File: src/rtl/mod_doubler_seq.sv
// Sequential modular scaler: oData = iData * 2^iShift mod iMod, applying one
// modular doubling per enabled cycle behind valid/ready handshakes on both sides.
module mod_doubler_seq #(
  parameter int BITWIDTH   = 32,
  parameter int SHIFTWIDTH = 6
) (
  input  logic                  iClk,
  input  logic                  iRst,
  input  logic                  iEn,
  input  logic                  iClr,
  input  logic                  iValid,
  output logic                  oReady,
  input  logic [BITWIDTH-1:0]   iData,
  input  logic [BITWIDTH-1:0]   iMod,
  input  logic [SHIFTWIDTH-1:0] iShift,
  output logic                  oValid,
  input  logic                  iReady,
  output logic [BITWIDTH-1:0]   oData,
  output logic                  oBusy
);

  typedef enum logic [1:0] {
    IDLE,
    RUN,
    DONE
  } stateT;

  stateT                 r_state;
  stateT                 w_nextState;
  logic [BITWIDTH-1:0]   r_x;
  logic [BITWIDTH-1:0]   r_m;
  logic [SHIFTWIDTH-1:0] r_cnt;

  logic [BITWIDTH:0]     w_t;
  logic                  w_geMod;
  logic [BITWIDTH-1:0]   w_step;

  // The doubled value keeps its carry bit so the compare against m stays exact;
  // the subtraction itself only needs the low bits since the result fits.
  always_comb begin
    w_t     = {r_x, 1'b0};
    w_geMod = (w_t >= {1'b0, r_m});
    w_step  = w_geMod ? (w_t[BITWIDTH-1:0] - r_m) : w_t[BITWIDTH-1:0];
  end

  always_ff @(posedge iClk or posedge iRst) begin
    if (iRst) begin
      r_state <= IDLE;
    end else begin
      r_state <= w_nextState;
    end
  end

  always_comb begin
    w_nextState = r_state;
    if (iClr) begin
      w_nextState = IDLE;
    end else if (iEn) begin
      case (r_state)
        IDLE: begin
          if (iValid) begin
            w_nextState = (iShift == '0) ? DONE : RUN;
          end
        end
        RUN: begin
          if (r_cnt == SHIFTWIDTH'(1)) begin
            w_nextState = DONE;
          end
        end
        DONE: begin
          if (iReady) begin
            w_nextState = IDLE;
          end
        end
        default: w_nextState = IDLE;
      endcase
    end
  end

  // RUN is only entered with a nonzero count and leaves at cnt == 1, so cnt never wraps.
  always_ff @(posedge iClk or posedge iRst) begin
    if (iRst) begin
      r_x   <= '0;
      r_m   <= '0;
      r_cnt <= '0;
    end else if (iClr) begin
      r_x   <= '0;
      r_m   <= '0;
      r_cnt <= '0;
    end else if (iEn) begin
      case (r_state)
        IDLE: begin
          if (iValid) begin
            r_x   <= iData;
            r_m   <= iMod;
            r_cnt <= iShift;
          end
        end
        RUN: begin
          r_x   <= w_step;
          r_cnt <= r_cnt - SHIFTWIDTH'(1);
        end
        default: begin
          r_x   <= r_x;
        end
      endcase
    end
  end

  assign oReady = (r_state == IDLE);
  assign oValid = (r_state == DONE);
  assign oBusy  = (r_state == RUN);
  assign oData  = r_x;

endmodule

File: config.mk
export PLATFORM = sky130hd
export DESIGN_NAME = mod_doubler_seq
export DESIGN_NICKNAME = d
export VERILOG_FILES = /design/src/rtl/mod_doubler_seq.sv
export SDC_FILE = /design/constraint.sdc
export NUM_CORES = 1
export LEC_CHECK = 0
export CAP_MARGIN = 20
export CORE_ASPECT_RATIO = 1.5
export CORE_UTILIZATION = 45
export DETAILED_ROUTE_END_ITERATION = 7
export GPL_ROUTABILITY_DRIVEN = 0
export PLACE_DENSITY = 0.72
export SYNTH_ARGS = -nofsm -noshare
export SYNTH_HDL_FRONTEND = slang
export SYNTH_SLANG_ARGS = --single-unit
File: constraint.sdc
create_clock -name iClk -period 3.48 [get_ports iClk]
set_clock_uncertainty 0.05 [all_clocks]
set_input_delay 0.348 -clock iClk [delete_from_list [all_inputs] [get_ports iClk]]
set_output_delay 0.348 -clock iClk [all_outputs]
set_load 0.01 [all_outputs]
==> flow_summary.json <==
{
  "dpl.hpwl_mm": 11.9,
  "drt_iter0_drc": 349,
  "synth_top_family_by_area": "compound AO/OA/AOI/OAI gates",
  "post_drt_wl_per_cell_um": 17.0,
  "synth_fp_nets": 805,
  "grt_pass1_vias": 5598,
  "leakage_nw": 2.94,
  "synth_edf_count": 0,
  "clock_latency_ns": 0.34,
  "crit_chain": "ha_1, a21o_1, a31oi_1, a32oi_2, a221o_1, a211oi_2, or2_1, buf_4, nor3_1, a221o_1, a22o_1",
  "core_area_um2": 11500,
  "rr_endpoint": "oData[15]$_DFFE_PP0P_",
  "rows": 48,
  "crit_required_ns": 3.66,
  "drive_gt1_share_pct": 5.14,
  "crit_path_start_kind": "flop",
  "syn_area_um2": 5350,
  "slew_violations": 0,
  "yosys-top-cells-area": "dfrtp_1, nand2_1, ha_1",
  "crit_end": "oData[15]$_DFFE_PP0P_",
  "hold_class": "in -> reg",
  "antenna_cells": 0,
  "cp_slowest_cell": "a221o_1",
  "end_kind": "flop",
  "comb_power_share_pct": 43.3,
  "cts.sinks": 72,
  "port_buffers": 110,
  "numCtsBuffers": 9,
  "max_cap_violations": 0,
  "yosys.area_share.xor_xnor_pct": 4.59,
  "ant_nets": 0,
  "initial_core_util_pct": 46.4,
  "route.detailed.drc": 0,
  "cp-startpoint": "oData[3]$_DFFE_PP0P_",
  "synth_top_area_cell": "dfrtp_1",
  "p_sw_share_pct": 37.4,
  "die_h_um": 135,
  "areaGrowthSynthToFinish_pct": 29.3,
  "nNetsFinal": 904,
  "peakVddDrop_v": 0.000326,
  "p_int_mw": 2.11,
  "dieArea_um2": 12300,
  "synth-main-ff-cell": "dfrtp_1",
  "n_fill_cell": 1098,
  "reg2reg_depth": 11,
  "synth_mux_area_share_pct": 0.187,
  "finalSetupViolCount": 0,
  "ys_ff_latch": 72,
  "power_density_nw_per_um2": 487,
  "synthAdderAreaFrac_pct": 8.33,
  "grt_setup_unrepaired": "false",
  "slew_headroom_pct": 38.3,
  "max_freq_mhz": 311,
  "synth.distinct_cells": 59,
  "worst-endpoint-arrival_ns": 3.39,
  "synth_warnings": 0,
  "synth_top_area_share_pct": 33.7,
  "r2r-start": "oData[3]$_DFFE_PP0P_",
  "root_buffer": "clkbuf_16",
  "final_util_pct": 59.9,
  "antenna_found_initial": 0,
  "worst-setup-path-type": "reg -> reg",
  "synth.avg_cell_area_um2": 7.70,
  "seqPwrFrac_pct": 29.0,
  "synth-compound-area-share_pct": 26.1,
  "multi_input_area_um2": 3240,
  "worst-slew-pin-transition_ns": 0.922,
  "clkTransAtPathRegs_ns": 0.06,
  "track_usage_pct": 27.4,
  "fin_crit_ns": 3.22,
  "overflow": 0,
  "outcome": "complete, no violations",
  "vias_per_cell": 5.86,
  "async_flop_share_pct": 100,
  "dieWidth_um": 91.0,
  "hold_viol_final": 0,
  "r2r_slack_ns": 0.26,
  "ioPinCount": 111,
  "max_stage_delay_ns": 0.44,
  "regArea_um2": 1800,
  "pwr-share-clk_pct": 27.7,
  "drt_first_pass_iters": 5,
  "drt_wl_total_mm": 16.1,
  "ys_seq_area_share_pct": 33.7,
  "p_switching_mw": 1.26,
  "clockBufferDepth": 2,
  "vias": 5550,
  "hold_ws_ns": 0.298,
  "cts_setup_buffers": 0,
  "period_share_pct": 92.4,
  "yosys.area_share.simple_pct": 20.9,
  "syn_inst": 694,
  "grt_max_degree": 53,
  "setup_tns_ns": 0,
  "cp_common_cell": "a221o_1",
  "worst-path-max-fanout": 17,
  "grt_pass1_wl_mm": 26.7,
  "cts_tree": "yes",
  "cts_max_level": 3
}
## through the flow
stage,std cells,power (mW),area (um^2),worst slack [ns]
global placement,932,2.39,6600,0.384
detailed placement,932,2.42,6600,0.203
global route,947,3.58,6910,0.0524
finish,947,3.36,6910,0.264
floorplan,694,1.97,5350,0.605
CTS,947,3.35,6900,0.195
## power by group through the flow
| stage | registers [mW] | clock network [mW] | logic [mW] |
|---|---|---|---|
| after floorplan | 0.988 | 0 | 0.986 |
| after global placement | 0.984 | 0 | 1.41 |
| after detailed placement | 0.987 | 0 | 1.43 |
| after CTS | 0.973 | 0.939 | 1.44 |
| after global routing | 0.984 | 0.980 | 1.61 |
| final | 0.974 | 0.933 | 1.46 |
## cells in the mapped netlist, drive strengths merged (9+ instances only)
master	n
a21o	17
a21oi	81
a311o	9
a311oi	9
a31oi	11
buf	10
clkbuf	26
dfrtp	72
ha	34
inv	45
nand2	153
nand3	9
nor2	48
nor3	12
o21ai	34
xnor2	19
xor2	9
## cell families (layout without fill, tap and decap cells)
kind of cell / Yosys count / after routing
muxes: 1 / 1
DFF: 72 / 72
buffers and inverters: 81 / 184
and+or+nand+nor: 262 / 262
adders and majority gates: 35 / 35
xor gates and xnor gates: 28 / 28
AOI/OAI and AO/OA: 215 / 215
## layer usage
metal,wire [um],GRT usage (%),up-vias
li1,-,-,2631
met1,6210,32.0,2653
met2,8380,49.3,222
met3,953,4.26,44
met4,518,12.5,0
met5,0,0,-
## cell usage in the layout, fill, tap and decap left out, types with 4 or more instances in the layout
master / n
xor2_1: 9
o21ai_0: 31
xnor2_1: 19
a21oi_1: 81
o21bai_1: 6
clkbuf_16: 9
a21o_1: 17
buf_4: 13
and2_1: 4
clkdlybuf4s50_1: 109
nor3_1: 12
dfrtp_1: 72
or3_1: 7
a31oi_1: 11
o211ai_1: 4
ha_1: 34
a211oi_1: 4
a311o_1: 9
inv_1: 44
nand4_1: 5
nor2_1: 46
nand3_1: 9
nand2_1: 153
nor2b_1: 6
a221oi_1: 6
a311oi_1: 9
a22o_1: 5
and3_1: 5
## sequential cells by signal, summed over array words and instances, names as in the netlist
name     flops
r_state      2
oData       32
r_m         32
r_cnt        6
## worst min-delay path by stage
| stage | from | to | slack [ns] | cells past startpoint |
|---|---|---|---|---|
| after detailed placement | r_m[6]$_DFFE_PP0P_ | r_m[6]$_DFFE_PP0P_ | 0.47 | 2 |
| after global placement | r_m[4]$_DFFE_PP0P_ | r_m[4]$_DFFE_PP0P_ | 0.47 | 2 |
| after CTS | iClr | r_m[0]$_DFFE_PP0P_ | 0.29 | 2 |
| final | iClr | r_m[0]$_DFFE_PP0P_ | 0.30 | 2 |
| after floorplan | iMod[10] | r_m[10]$_DFFE_PP0P_ | 0.43 | 2 |
| after global routing | iClr | r_m[0]$_DFFE_PP0P_ | 0.32 | 2 |
## repair_timing
| item | CTS | global route |
|---|---|---|
| endpoints found under the hold margin | 0 | 0 |
| setup endpoints to repair | 0 | 3 |
| gates resized for setup | 0 | 3 |
| hold buffers | 0 | 0 |
## final cells by class
type	count	area share (%)
clock buffer	10	3.46
clock inverter	5	0.833
inverter	45	2.44
multi-input combinational	541	46.9
sequential	72	26.1
tap	150	2.72
timing repair buffer	124	17.6
## critical path: cells and delay by family, from the launching register on
kind,cells,cell delay (ns)
AO/OA/AOI/OAI,7,1.78
adder cells (fa/ha/maj),1,0.38
AND/OR/NAND/NOR,2,0.24
buffers and inverters,1,0.24
flip-flops,1,0.41
Power figures use the tool's default switching activity.
